<file path="config.mk">
export PLATFORM = sky130hd
export DESIGN_NAME = pulse_meter
export DESIGN_NICKNAME = d
export VERILOG_FILES = /design/src/rtl/pulse_meter.sv
export SDC_FILE = /design/constraint.sdc
export NUM_CORES = 1
export LEC_CHECK = 0
export CORE_ASPECT_RATIO = 1.1
export CORE_MARGIN = 1.5
export CORE_UTILIZATION = 59
export DETAILED_ROUTE_END_ITERATION = 16
export GPL_ROUTABILITY_DRIVEN = 0
export GPL_TIMING_DRIVEN = 0
export PLACE_DENSITY = 0.84
export SLEW_MARGIN = 20
export SYNTH_ARGS = -nofsm -noshare
export SYNTH_HDL_FRONTEND = slang
export SYNTH_SLANG_ARGS = --single-unit
</file>
<file path="constraint.sdc">
create_clock -name clk -period 9.2 [get_ports clk]
set_input_delay 1.84 -clock clk [delete_from_list [all_inputs] [get_ports clk]]
set_output_delay 1.84 -clock clk [all_outputs]
set_load 0.02 [all_outputs]
</file>
<file path="src/rtl/pulse_meter.sv">
// Pulse-train meter: measures delay-to-first-rise, high time and low time of a
// synchronized input, and hands one record per full period over valid/ready.
module pulse_meter #(
  parameter int CW   = 16,
  parameter int SYNC = 2
) (
  input  logic          clk,
  input  logic          rst,
  input  logic          en,
  input  logic          sig_in,
  output logic          out_valid,
  input  logic          out_ready,
  output logic [CW-1:0] td,
  output logic [CW-1:0] th,
  output logic [CW-1:0] tl,
  output logic [CW-1:0] period,
  output logic          first,
  output logic          sat,
  output logic          overrun
);

  localparam logic [CW-1:0] CNT_MAX = '1;
  localparam logic [CW-1:0] CNT_ONE = {{(CW-1){1'b0}}, 1'b1};

  typedef enum logic [1:0] {IDLE, WAIT_RISE, HIGH, LOW} state_t;

  logic [SYNC-1:0] sync_q;
  logic            s_d_q;
  logic            en_q;
  state_t          state_q;
  logic [CW-1:0]   cnt_q;
  logic            cnt_sat_q;
  logic [CW-1:0]   td_lat_q;
  logic            td_sat_q;
  logic [CW-1:0]   th_lat_q;
  logic            th_sat_q;
  logic            first_pend_q;

  logic            out_valid_q;
  logic [CW-1:0]   td_q;
  logic [CW-1:0]   th_q;
  logic [CW-1:0]   tl_q;
  logic [CW-1:0]   period_q;
  logic            first_q;
  logic            sat_q;
  logic            overrun_q;

  logic            s;
  logic            rise;
  logic            fall;
  logic [CW-1:0]   cnt_inc_d;
  logic            cnt_sat_d;
  logic [CW:0]     sum_d;
  logic            clamp_d;
  logic [CW-1:0]   period_d;
  logic            publish_d;
  logic            load_d;

  assign s    = sync_q[SYNC-1];
  assign rise = s & ~s_d_q;
  assign fall = ~s & s_d_q;

  // The counter sticks at full scale; trying to step past it marks the phase saturated.
  assign cnt_inc_d = (cnt_q == CNT_MAX) ? CNT_MAX : cnt_q + CNT_ONE;
  assign cnt_sat_d = cnt_sat_q | (cnt_q == CNT_MAX);

  assign sum_d    = {1'b0, th_lat_q} + {1'b0, cnt_q};
  assign clamp_d  = sum_d[CW];
  assign period_d = clamp_d ? CNT_MAX : sum_d[CW-1:0];

  assign publish_d = en && (state_q == LOW) && rise;
  assign load_d    = publish_d && (!out_valid_q || out_ready);

  always_ff @(posedge clk or posedge rst) begin
    if (rst) begin
      sync_q       <= '0;
      s_d_q        <= 1'b0;
      en_q         <= 1'b0;
      state_q      <= IDLE;
      cnt_q        <= '0;
      cnt_sat_q    <= 1'b0;
      td_lat_q     <= '0;
      td_sat_q     <= 1'b0;
      th_lat_q     <= '0;
      th_sat_q     <= 1'b0;
      first_pend_q <= 1'b0;
      out_valid_q  <= 1'b0;
      td_q         <= '0;
      th_q         <= '0;
      tl_q         <= '0;
      period_q     <= '0;
      first_q      <= 1'b0;
      sat_q        <= 1'b0;
      overrun_q    <= 1'b0;
    end else begin
      sync_q <= {sync_q[SYNC-2:0], sig_in};
      s_d_q  <= s;
      en_q   <= en;

      if (en && !en_q) begin
        overrun_q <= 1'b0;
      end

      if (!en) begin
        state_q      <= IDLE;
        cnt_q        <= '0;
        cnt_sat_q    <= 1'b0;
        first_pend_q <= 1'b0;
      end else begin
        case (state_q)
          IDLE: begin
            state_q      <= WAIT_RISE;
            cnt_q        <= '0;
            cnt_sat_q    <= 1'b0;
            td_lat_q     <= '0;
            td_sat_q     <= 1'b0;
            first_pend_q <= 1'b1;
          end
          WAIT_RISE: begin
            if (rise) begin
              td_lat_q  <= cnt_q;
              td_sat_q  <= cnt_sat_q;
              cnt_q     <= CNT_ONE;
              cnt_sat_q <= 1'b0;
              state_q   <= HIGH;
            end else begin
              cnt_q     <= cnt_inc_d;
              cnt_sat_q <= cnt_sat_d;
            end
          end
          HIGH: begin
            if (fall) begin
              th_lat_q  <= cnt_q;
              th_sat_q  <= cnt_sat_q;
              cnt_q     <= CNT_ONE;
              cnt_sat_q <= 1'b0;
              state_q   <= LOW;
            end else begin
              cnt_q     <= cnt_inc_d;
              cnt_sat_q <= cnt_sat_d;
            end
          end
          LOW: begin
            if (rise) begin
              // Delay belongs only to the first record of an enable window.
              td_lat_q     <= '0;
              td_sat_q     <= 1'b0;
              first_pend_q <= 1'b0;
              cnt_q        <= CNT_ONE;
              cnt_sat_q    <= 1'b0;
              state_q      <= HIGH;
            end else begin
              cnt_q     <= cnt_inc_d;
              cnt_sat_q <= cnt_sat_d;
            end
          end
          default: state_q <= IDLE;
        endcase
      end

      if (load_d) begin
        out_valid_q <= 1'b1;
        td_q        <= td_lat_q;
        th_q        <= th_lat_q;
        tl_q        <= cnt_q;
        period_q    <= period_d;
        first_q     <= first_pend_q;
        sat_q       <= td_sat_q | th_sat_q | cnt_sat_q | clamp_d;
      end else if (out_valid_q && out_ready) begin
        out_valid_q <= 1'b0;
      end

      // A record arriving while the held one is still unaccepted is lost.
      if (publish_d && out_valid_q && !out_ready) begin
        overrun_q <= 1'b1;
      end
    end
  end

  assign out_valid = out_valid_q;
  assign td        = td_q;
  assign th        = th_q;
  assign tl        = tl_q;
  assign period    = period_q;
  assign first     = first_q;
  assign sat       = sat_q;
  assign overrun   = overrun_q;

endmodule

</file>
==> results of run 1 <==
synth_stat cells (2+ instances only):
library cell / count / area share
or3_1: 4 / 0.0045
a211oi_1: 3 / 0.0040
o21a_1: 3 / 0.0040
mux2_1: 16 / 0.032
a21o_1: 3 / 0.0040
a22o_1: 17 / 0.027
inv_1: 5 / 0.0034
buf_6: 4 / 0.0081
a21oi_1: 32 / 0.029
nand3_1: 12 / 0.011
clkbuf_1: 21 / 0.014
o21ai_0: 8 / 0.0072
xnor2_1: 12 / 0.019
nand4_1: 3 / 0.0034
a21o_2: 3 / 0.0047
nand2_1: 165 / 0.11
nor3_1: 3 / 0.0027
ha_1: 17 / 0.038
o21ai_1: 7 / 0.0063
o21bai_1: 2 / 0.0027
o22a_1: 17 / 0.027
buf_1: 2 / 0.0013
xor2_1: 12 / 0.019
dfrtp_1: 126 / 0.57
nor2_1: 12 / 0.0081
and3_1: 4 / 0.0045
kinds of logic (layout without fill, tap and decap cells):
family                     after synthesis  in the layout  synth area share
AOI/OAI and AO/OA                      104            104            0.1311
DFF                                    126            126            0.5658
muxes                                   16             16           0.03233
buffers and inverters                   34            139           0.03031
adders and majority gates               18             18           0.04176
and+or+nand+nor                        212            212            0.1610
xor gates and xnor gates                24             24           0.03772
worst max-delay path: stages:
cell	delay (ns)
clkdlybuf4s50_1	0.61
nand3_1	0.18
nor2b_1	0.33
clkbuf_1	0.52
buf_1	0.42
nand2_1	0.12
nand2_1	0.07
state kept, by name (all words and copies together), names as in the netlist:
register      cells
sat               1
cnt_sat_q         1
en_q              1
th_lat_q         16
td_sat_q          1
s_d_q             1
period           16
tl               16
th_sat_q          1
cnt_q            16
td_lat_q         16
overrun           1
first             1
out_valid         1
th               16
sync_q            2
state_q           2
first_pend_q      1
td               16
power by group through the flow:
stage                     clock network [uW]  registers, uW  logic (uW)
after floorplan                            0            617        36.9
after global placement                     0            598         101
after detailed placement                   0            599         106
after CTS                                655            590         107
after global routing                     680            592         113
final                                    650            590         105
area by class of cell:
class,count,share of cell area
repair buffers,73,0.1059
clock inverters,9,0.01541
well taps,117,0.02072
plain buffers,28,0.02072
clock buffers,23,0.06748
inverters,6,0.003897
flip-flops and latches,126,0.4463
multi-input cells,374,0.3195
stage by stage:
stage | cell area, um2 | std cells | power, uW | utilization | hold slack [ns]
after floorplan | 5573 | 534 | 654.2 | - | 0.3312
after global placement | 6440 | 723 | 698.8 | 0.6955 | 0.3432
after detailed placement | 6472 | 724 | 704.4 | 0.6991 | 0.3410
after CTS | 7058 | 756 | 1352 | 0.7623 | 0.3586
after global routing | 7064 | 756 | 1385 | 0.7630 | 0.3746
final | 7064 | 756 | 1346 | 0.7630 | 0.3526
final timing paths:
kind | depth (start not counted) | from | slack [ns] | endpoint
min reg2reg | 0 | sync_q[0] | 0.35 | sync_q[1]
min | 0 | sync_q[0] | 0.35 | sync_q[1]
max in group asynchronous | 3 | rst | 6.79 | th_lat_q[1]
max | 7 | en | 5.57 | td[1]
max reg2reg | 11 | cnt_q[0] | 5.87 | period[0]
min in group asynchronous | 2 | rst | 1.69 | td[11]
metal layers:
metal | GRT usage | vias up
met4 | 0.1555 | 0
met1 | 0.3580 | 2136
li1 | - | 2017
met3 | 0.06623 | 39
met2 | 0.4577 | 169
met5 | 0 | -
==> summary.txt, run 1 <==
Outcome -> finished clean
Peak VDD IR -> 0.1326 mV
Mapped Nets -> 557
Fin. max-slew vios -> 0
Drt total wl -> 12950 um
Slew margin rel. -> 0.4978
Switching power total -> 307.5 uW
Startpoint types -> input port
# diodes -> 0
Routed met1 length -> 5260 um
Initial DRC Count -> 300
Gate power share -> 0.078
Post-synth EDFFs -> 0
Place WS -> 4.878 ns
Final min period -> 3.628 ns
DR vias/cell -> 5.769
CP arrival -> 4.10 ns
Largest net degree at the start of global routing -> 83
IO Count -> 73
Most common cell after layout, fill and taps aside -> nand2_1
Initial Util -> 0.6019
Clock transition at the registers of the reported paths -> 0.06 ns
Number of antenna-violating nets in the routed design -> 0
Reg area -> 3153 um2
DP Wirelength -> 8508 um
CP max FO -> 10
Critical Path Sink Type -> register
Via count -> 4361
Layout cell share with drive strength beyond 1 -> 0.07512
Main synth FF type -> dfrtp_1
Chip Height -> 104.9 um
Max-Cap Viols -> 0
Fillers -> 611
Final hold viol count -> 0
CTS resizes -> 0
Clock Latency Late Sink -> 0.53 ns
# nets final -> 649
Die area -> 10040 um2
Area Growth Syn to Fin -> 26.76%
Switch share -> 0.2285
Max Buffers Root-to-Sink -> 2
Setup repair bufs after CTS -> 0
Max Used Layer -> met4
Initial antenna violation count -> 0
Die Wd -> 95.67 um
TNS Setup -> 0 ns
Met2 wire len -> 6470 um
TritonCTS clock tree -> yes
Post-synth ARST share -> 1.000
Hold Crit Class -> register to register
Mapped Area -> 5573 um2
Core area -> 9259 um2
Multi-input gate area -> 2257 um2
Sequential area share after synthesis -> 0.5658
Tot GR Track Use -> 0.2873
Post-route DRC violation count -> 0
Clk pwr share -> 0.483
Required time of the critical path -> 9.67 ns
1st-pass router iterations -> 5
Tcrit/Tclk final -> 0.3944
Yosys reg bits -> 126
CP Class -> input port to register
Hold-fix buffers, CTS -> 0
Clock skew -> 0.007340 ns
Worst-margin pin slew -> 0.7471 ns
Most frequent cells in the layout -> nand2_1, dfrtp_1, clkdlybuf4s50_1
Final setup viols -> 0
Global-route wire length before repair -> 21550 um
Cell-internal power -> 1038 uW
Rows -> 37
Vias in the first global route -> 4402
Leak pwr -> 0.003527 uW
Clock root buffer -> clkbuf_8
Avg WL per Cell -> 17.12 um
Met3 wire len -> 723 um
RSZ-0062 raised after global routing -> no
Post-Synthesis Cells -> 534
CTS HTree Levels -> 4
CTS buffer count -> 17
Pwr per Cell Area -> 190.5 nW/um2
Mean cell area of the mapped netlist -> 10.44 um2
Port Buffers -> 72
Post-synthesis cell type count -> 47
GR Overflow Total -> 0
Ys Warns -> 0
Final WS setup -> 5.572 ns
Fmax achieved -> 0.2756 GHz
Part of the power in registers -> 0.438
CTS Sinks -> 126
Note: power is estimated with default switching activity, not from simulation.
==> run 2: changes to the inputs <==
--- a/config.mk
+++ b/config.mk
@@ -7,11 +7,11 @@
 export LEC_CHECK = 0
 export CORE_ASPECT_RATIO = 1.1
 export CORE_MARGIN = 1.5
-export CORE_UTILIZATION = 59
+export CORE_UTILIZATION = 55
 export DETAILED_ROUTE_END_ITERATION = 16
 export GPL_ROUTABILITY_DRIVEN = 0
 export GPL_TIMING_DRIVEN = 0
-export PLACE_DENSITY = 0.84
+export PLACE_DENSITY = 0.79
 export SLEW_MARGIN = 20
 export SYNTH_ARGS = -nofsm -noshare
 export SYNTH_HDL_FRONTEND = slang
==> constraint.sdc (replaced) <==
create_clock -name clk -period 3.65 [get_ports clk]
set_input_delay 0.73 -clock clk [delete_from_list [all_inputs] [get_ports clk]]
set_output_delay 0.73 -clock clk [all_outputs]
set_load 0.02 [all_outputs]
==> run 2 against run 1 <==
  * Routed wire length shrank 2.7%
  * The run now ends with design-rule violations left
  * Clock power increased to 2.6 times the previous value
  * Cell count increased by 0.66%
  * Flip-flop and latch count did not move
  * Setup slack lost 5.2 ns
  * Global-route usage fell by 3.1 points
  * Worst hold slack got worse by 0.0016 ns
  * Critical path depth grew 4
  * Sequential share of layout area decreased by 0.35 points
  * Largest power group unchanged
  * Clock skew up 0.0072 ns
  * Highest routed layer unchanged
  * Register-to-register slack got worse by 5.5 ns
==> summary.txt, run 2 (synthesis results as in run 1) <==
Via count -> 4297 (was 4361)
Critical Path Max Stage Delay -> 0.51 ns (was 0.61 ns)
Most frequent cells in the layout -> nand2_1, dfrtp_1, clkdlybuf4s50_1 (unchanged)
Number of antenna-violating nets in the routed design -> 0 (unchanged)
Cell family with most CP delay -> compound AO/OA/AOI/OAI gates (was buffers and inverters)
Reg area -> 3153 um2 (unchanged)
Worst hold stages -> 0 (unchanged)
Die Wd -> 98.98 um (was 95.67 um)
Worst Path Buf+Inv -> 2 (was 3)
Peak VDD IR -> 0.3753 mV (was 0.1326 mV)
CTS Sinks -> 126 (unchanged)
Critical Path Sink Type -> register (unchanged)
Final hold viol count -> 0 (unchanged)
Avg WL per Cell -> 16.54 um (was 17.12 um)
Area Growth Syn to Fin -> 27.77% (was 26.76%)
Multi-input gate area -> 2257 um2 (unchanged)
Initial antenna violation count -> 0 (unchanged)
TritonCTS clock tree -> yes (unchanged)
Layout cell share with drive strength beyond 1 -> 0.08112 (was 0.07512)
Die area -> 10750 um2 (was 10040 um2)
Final setup viols -> 0 (unchanged)
Worst Hold Path EP -> sync_q[1] (unchanged)
Required time of the critical path -> 4.06 ns (was 9.67 ns)
CP startpoint -> cnt_q[0] (was en)
Cell count along the critical path -> 11 (was 7)
Initial Util -> 0.5662 (was 0.6019)
Dpl cells -> 729 (was 724)
Clock Latency Late Sink -> 0.53 ns (about the same)
Vias in the first global route -> 4476 (was 4402)
Met3 Track Usage GR -> 0.06852 (was 0.06623)
Pwr per Cell Area -> 484.1 nW/um2 (was 190.5 nW/um2)
Reg-to-reg endpoint -> period[8] (was period[0])
Min-Delay Startpoint -> sync_q[0] (unchanged)
Global-route wire length before repair -> 21070 um (was 21550 um)
Final min period -> 3.285 ns
CP max-delay cell -> dfrtp_1 (was clkdlybuf4s50_1)
Clock skew -> 0.01452 ns (was 0.007340 ns)
Failing checks -> design-rule violations
Tot GR Track Use -> 0.2561 (was 0.2873)
Crit-path cells -> ha_1 -> fa_1 -> a211o_1 -> a211oi_2 -> nor2_1 -> a41oi_2 -> a21oi_1 -> or3_1 -> buf_6 -> buf_8 -> o22a_1 (was clkdlybuf4s50_1 -> nand3_1 -> nor2b_1 -> clkbuf_1 -> buf_1 -> nand2_1 -> nand2_1)
Fin cells -> 761 (was 756)
TNS Setup -> 0 ns (unchanged)
Port Buffers -> 72 (unchanged)
CTS buffer count -> 17 (unchanged)
Busiest grt layer -> met2 (unchanged)
Met2 GRT Util -> 0.4443 (was 0.4577)
1st-pass router iterations -> 11 (was 5)
Hold WS -> 0.3510 ns (was 0.3526 ns)
CP max FO -> 10 (unchanged)
Core area -> 9842 um2 (was 9259 um2)
Tcrit/Tclk final -> 0.9000
IO Count -> 73 (unchanged)
Startpoint types -> register (was input port)
DP Wirelength -> 8683 um (was 8508 um)
Chip Height -> 108.6 um (was 104.9 um)
CP arrival -> 3.70 ns (was 4.10 ns)
Clock transition at the registers of the reported paths -> 0.06 ns (about the same)
GRT met1 Usage -> 0.3070 (was 0.3580)
CP Class -> register to register (was input port to register)
R2r startpoint -> cnt_q[0] (unchanged)
Hold-fix buffers, CTS -> 0 (unchanged)
GR Overflow Total -> 0 (unchanged)
Setup repair bufs after CTS -> 0 (unchanged)
Most common cell after layout, fill and taps aside -> nand2_1 (unchanged)
# diodes -> 0 (unchanged)
Rows -> 38 (was 37)
Slew margin rel. -> 0.4760 (was 0.4978)
Initial DRC Count -> 253 (was 300)
Fin. max-slew vios -> 0 (unchanged)
Drt total wl -> 12590 um (was 12950 um)
Max-Cap Viols -> 0 (unchanged)
Clock root buffer -> clkbuf_8 (unchanged)
Fillers -> 693 (was 611)
R2R Setup Slk -> 0.36 ns (was 5.87 ns)
Outcome -> finished, violations left (was finished clean)
DR vias/cell -> 5.647 (was 5.769)
Worst reg2reg path depth -> 11 (unchanged)
Post-route DRC violation count -> 4 (was 0)
Max Buffers Root-to-Sink -> 2 (unchanged)
Hold Crit Class -> register to register (unchanged)
# nets final -> 651 (was 649)
Leak pwr -> 0.003569 uW (was 0.003527 uW)
Largest net degree at the start of global routing -> 36 (was 83)
CTS HTree Levels -> 4 (unchanged)
CTS resizes -> 0 (unchanged)
Worst-margin pin slew -> 0.7795 ns (was 0.7471 ns)
Fmax achieved -> 0.3044 GHz
RSZ-0062 raised after global routing -> no (unchanged)
run 2: changes by cell type in the layout (fill, tap and decap cells not counted):
cell / delta
clkinvlp_4: -3
clkinv_4: +1
clkinv_2: +4
inv_6: -1
buf_12: +3
buf_16: -1
bufinv_16: +1
clkbuf_1: -2
run 2: cell type report:
cell class              instances  share of cell area
clock inverters                11             0.01933
well taps                     120             0.02109
repair buffers                 75              0.1096
clock buffers                  21             0.06589
inverters                       6            0.003690
plain buffers                  28             0.02056
flip-flops and latches        126              0.4428
multi-input cells             374              0.3170
run 2: layer usage:
metal,vias to the layer above,part of all wire
li1,2024,-
met1,2122,0.41
met2,132,0.52
met3,19,0.050
met4,0,0.015
met5,-,0
run 2: how the worst max path moves through the flow:
stage,end,slack (ns)
2_1_floorplan,period[0],0.74
3_3_place_gp,period[8],0.33
3_5_place_dp,period[8],0.40
4_1_cts,period[8],0.35
5_1_grt,period[6],0.23
6_report,period[8],0.36
run 2: where the power goes:
| group | internal (uW) | switching (uW) |
|---|---|---|
| clock network | 1110 | 587 |
| logic | 128 | 141 |
| registers | 1450 | 34.8 |
run 2: worst register-to-register path, cell delays in order (launching register included):
cell	delay [ns]
dfrtp_1	0.51
ha_1	0.32
fa_1	0.45
a211o_1	0.35
a211oi_2	0.25
nor2_1	0.11
a41oi_2	0.26
a21oi_1	0.10
or3_1	0.36
buf_6	0.15
buf_8	0.13
o22a_1	0.18
run 2: through the flow:
step / setup WS [ns] / power, uW / util / instance area, um2
2_1_floorplan: 0.7404 / 1649 / - / 5577
3_3_place_gp: 0.3338 / 1763 / 0.6551 / 6447
3_5_place_dp: 0.4029 / 1778 / 0.6618 / 6514
4_1_cts: 0.3465 / 3468 / 0.7235 / 7121
5_1_grt: 0.2317 / 3559 / 0.7235 / 7121
6_report: 0.3648 / 3447 / 0.7235 / 7121
==> patch 1: new RTL, settings of run 1 <==
Encoding of `state_t`: now one-hot (4 bits for 4 states).
--- a/src/rtl/pulse_meter.sv
+++ b/src/rtl/pulse_meter.sv
@@ -23,5 +23,5 @@
   localparam logic [CW-1:0] CNT_ONE = {{(CW-1){1'b0}}, 1'b1};
 
-  typedef enum logic [1:0] {IDLE, WAIT_RISE, HIGH, LOW} state_t;
+  typedef enum logic [3:0] {IDLE = 4'b0001, WAIT_RISE = 4'b0010, HIGH = 4'b0100, LOW = 4'b1000} state_t;
 
   logic [SYNC-1:0] sync_q;
Formal check against the unedited RTL: no difference found for any inputs over 10 cycles, from zero or initial values and one cycle with rst high; not proved beyond that.
==> patch 1 against run 1 <==
Total power decreased by 0.21%; count of clock-buffer cells in the layout shrank 1; clock skew fell by 2.7 ps; area after synthesis increased by 8.3%; sequential cell count grew 2; worst setup slack worse by 140 ps; highest routed layer unchanged; routed wire length grew 19%; register-to-register slack better by 150 ps; cell area up 7.2%; first-iteration DRC count increased by 40%; die area increased by 8.0%; clock power is 10% higher; global-route usage rose by 2.4 points.
==> patch 1: results <==
[synthesis]
synth_top_family_by_area = "simple AND/OR/NAND/NOR gates"
synth_fp_nets = 652
synth_seq_area_share = 0.531
synth_compound_area_frac = 0.157
postSynthAreaPerCell_um2 = 9.59
synth_mux_area_frac = 0.0297
synth_cell_types = 61
async_flop_share = 1.00
dominantRegCellSynth = "dfrtp_1"
synthTopCellsByArea = "dfrtp_1 (53%), nand2_1 (10%), o21ai_0 (3.6%)"
synth_common_cells = "nand2_1 (164), dfrtp_1 (127), o21ai_0 (44), nor2_1 (30), a21oi_1 (28)"
synth_fa_ha_area_frac = 0.0386
ys_warn_count = 0
synth-xor-area-share = 0.0160

[grt]
gr-total-overflow = 0
grt_usage = 0.311
antenna_found_initial = 0
grt_max_degree = 71
grt_pass1_wl_um = 25700
grt_pass1_vias = 5195

[drt]
drt_iter0_drc = 419
first_pass_iters = 5
vias_per_cell = 6.10
routed_wl_um = 15500
drc_errors = 0

[placed_design]
placed_cells_incl_taps = 822
dp_slack_ps = 4930
portBuffers = 72
dpl.hpwl_um = 10300
place_area_mm2 = 0.00694

[clock_network]
cts.clk_slew.worst_paths_ps = 60
cts_buffer_depth = 2
cts-root-buf = "clkbuf_8"
post_cts_buffers = 0
h-tree-depth = 4
clkLatencyLatePin_ps = 530
post_cts_resized = 0
numCtsBuffers = 17

[layout]
drive_gt1_frac = 0.110
finalNonFillerCells = 854
finalNetCount = 744
fillers = 652
antenna_cells = 0

[power]
p_leak_nw = 3.70
vdd_drop_max_mv = 0.123

[critical_path]
crit_fanout = 9

[hold_path]
hold_path.class = "register to register"

[sta]
tightest_slew_ps = 903
clock_skew_ps = 4.68

[status]
status = "completed"
patch 1: cell type report:
cell class              count  area (um^2)  share of cell area
clock buffers              22          483              0.0638
plain buffers              34          148              0.0195
repair buffers             73          748              0.0988
well taps                 120          150              0.0198
multi-input cells         448         2610               0.345
clock inverters            10          155              0.0205
inverters                  19         76.3              0.0101
flip-flops and latches    128         3200               0.423
patch 1: cells by family after synthesis:
family                   after synthesis
AND/OR/NAND/NOR                      263
AO/OA/AOI/OAI                        140
flip-flops                           128
buffers and inverters                 53
adder cells (fa/ha/maj)               18
multiplexers                          16
XOR/XNOR                              11
patch 1: power breakdown:
part | leakage [nW] | total, mW | internal [mW] | switching [mW]
sequential | 1.77 | 0.571 | 0.567 | 0.00376
clock | 0.313 | 0.715 | 0.474 | 0.241
combinational | 1.61 | 0.0565 | 0.0162 | 0.0404
patch 1: critical path, cell delays in order:
cell,delay [ps]
clkdlybuf4s50_1,610
nand2_2,130
or3_4,440
or4_1,490
buf_2,200
nor2_2,310
a211oi_1,140
patch 1: routing by layer:
layer / track usage / vias up / wire [um]
met5: 0 / - / 0
met4: 0.167 / 0 / 684
met3: 0.0731 / 71 / 1060
met2: 0.510 / 253 / 7600
met1: 0.385 / 2529 / 6130
li1: - / 2358 / -
patch 1: final timing paths:
kind | slack (ps) | cells after the start | from | to
min in group asynchronous | 1740 | 2 | rst | td[0]
setup reg to reg | 6020 | 8 | cnt_q[0] | period[15]
setup / recovery | 5430 | 7 | en | period[7]
max in group asynchronous | 6720 | 3 | rst | state_q[0]
hold reg to reg | 360 | 0 | sync_q[0] | sync_q[1]
hold / removal | 360 | 0 | sync_q[0] | sync_q[1]
==> patch 2: new RTL, flow settings as in run 1 <==
Without the edit above. Set the parameter `CW` to 15 (it was 16).
--- a/src/rtl/pulse_meter.sv
+++ b/src/rtl/pulse_meter.sv
@@ -2,5 +2,5 @@
 // synchronized input, and hands one record per full period over valid/ready.
 module pulse_meter #(
-  parameter int CW   = 16,
+  parameter int CW   = 15,
   parameter int SYNC = 2
 ) (
Interface: changed (resized period, td, th and tl); port bits go from 73 to 69. No check against the original RTL was run, so the function may have changed too.
==> patch 2 against run 1 <==
Area after synthesis down 6.7%; cell area shrank 6.6%; global-route usage fell by 0.21 points; die area down 6.5%; sequential cell count shrank 7; count of clock-buffer cells in the layout unchanged; register-to-register slack better by 720 ps; fmax grew 1.5%; worst setup slack better by 55 ps; total power decreased by 6.5%; routed wire length decreased by 4.4%; clock skew grew 0.72 ps; core utilization is 1.8 points higher; critical endpoint is now td_lat_q[6].
==> patch 2: results <==
[status]
status = "completed"

[synthesis]
synth-xor-area-share = 0.0404
synth_cell_types = 39
synth_compound_area_frac = 0.129
synth_seq_area_share = 0.573
async_flop_share = 1.00
synth_common_cells = "nand2_1 (155), dfrtp_1 (119), a21oi_1 (32), o21ai_0 (20), clkbuf_1 (18)"
synth_fa_ha_area_frac = 0.0423
ys_warn_count = 0
synthTopCellsByArea = "dfrtp_1 (57%), nand2_1 (11%), ha_1 (3.8%)"
synth_fp_nets = 528
synth_mux_area_frac = 0.0303

[sta]
tightest_slew_ps = 864
hold_slack_ps = 348
clock_skew_ps = 8.06

[hold_path]
worstHoldStart = "sync_q[0]"
holdPathEnd = "sync_q[1]"
hold_path.class = "register to register"

[clock_network]
post_cts_resized = 0
numCtsBuffers = 17
clkLatencyLatePin_ps = 510
cts-root-buf = "clkbuf_8"
cts_buffer_depth = 2
h-tree-depth = 4
cts.clk_slew.worst_paths_ps = 60

[critical_path]
arrival_ps = 4020
r2r_end = "period[8]"
r2r_start = "cnt_q[0]"
r2r_slack_ps = 6590
r2r_cells = 8

[grt]
gr-usage-met1 = 0.366
grtUsageMet3 = 0.0593
grt_max_degree = 83
grt_pass1_wl_um = 20500
grt_usage = 0.285
grt_pass1_vias = 4169
met2_usage = 0.480
antenna_found_initial = 0
gr-total-overflow = 0

[drt]
route.met3.wl_um = 757
routed_wl_um = 12400
wl_met2_um = 6130
vias = 4160
met1Wirelength_um = 5180
drt_iter0_drc = 344
topRoutingLayerUsed = "met4"

[layout]
antenna_cells = 0
finalNetCount = 616
drive_gt1_frac = 0.0909

[placed_design]
place_area_mm2 = 0.00605
dp_slack_ps = 5160
dpl.hpwl_um = 8080
portBuffers = 68

[power]
swShare = 0.227
p_clk_uw = 604
power_leader = "clock"
vdd_drop_max_mv = 0.128
comb_power_share = 0.077
p_leak_nw = 3.23
[patch 2: worst max path at each step]
stage          start     endpoint  slack [ps]  depth (start not counted)
2_1_floorplan    rst     cnt_q[0]        4200                          1
6_report          en  td_lat_q[6]        5630                          5
5_1_grt           en  td_lat_q[5]        5520                          5
3_5_place_dp      en  td_lat_q[3]        5160                          5
4_1_cts           en  td_lat_q[6]        5680                          5
3_3_place_gp     rst    period[0]        2720                          2
[patch 2: final cells by class]
type                       instances  area, um^2
buffer                            23         101
inverter                          10        42.5
timing repair buffer              69         708
fill                             525        1850
sequential                       119        2980
clock inverter                     7        71.3
multi-input combinational        354        2080
clock buffer                      23         477
tap                              111         139
[patch 2: critical path, stage by stage]
cell and delay, ps:
clkdlybuf4s50_1 600, inv_1 160, nor4_2 800, clkbuf_1 410, a22o_1 200
[patch 2: metrics by stage]
step,total power [mW],std cells
floorplan,0.616,506
global placement,0.659,685
detailed placement,0.664,686
CTS,1.26,716
global route,1.29,716
finish,1.26,716
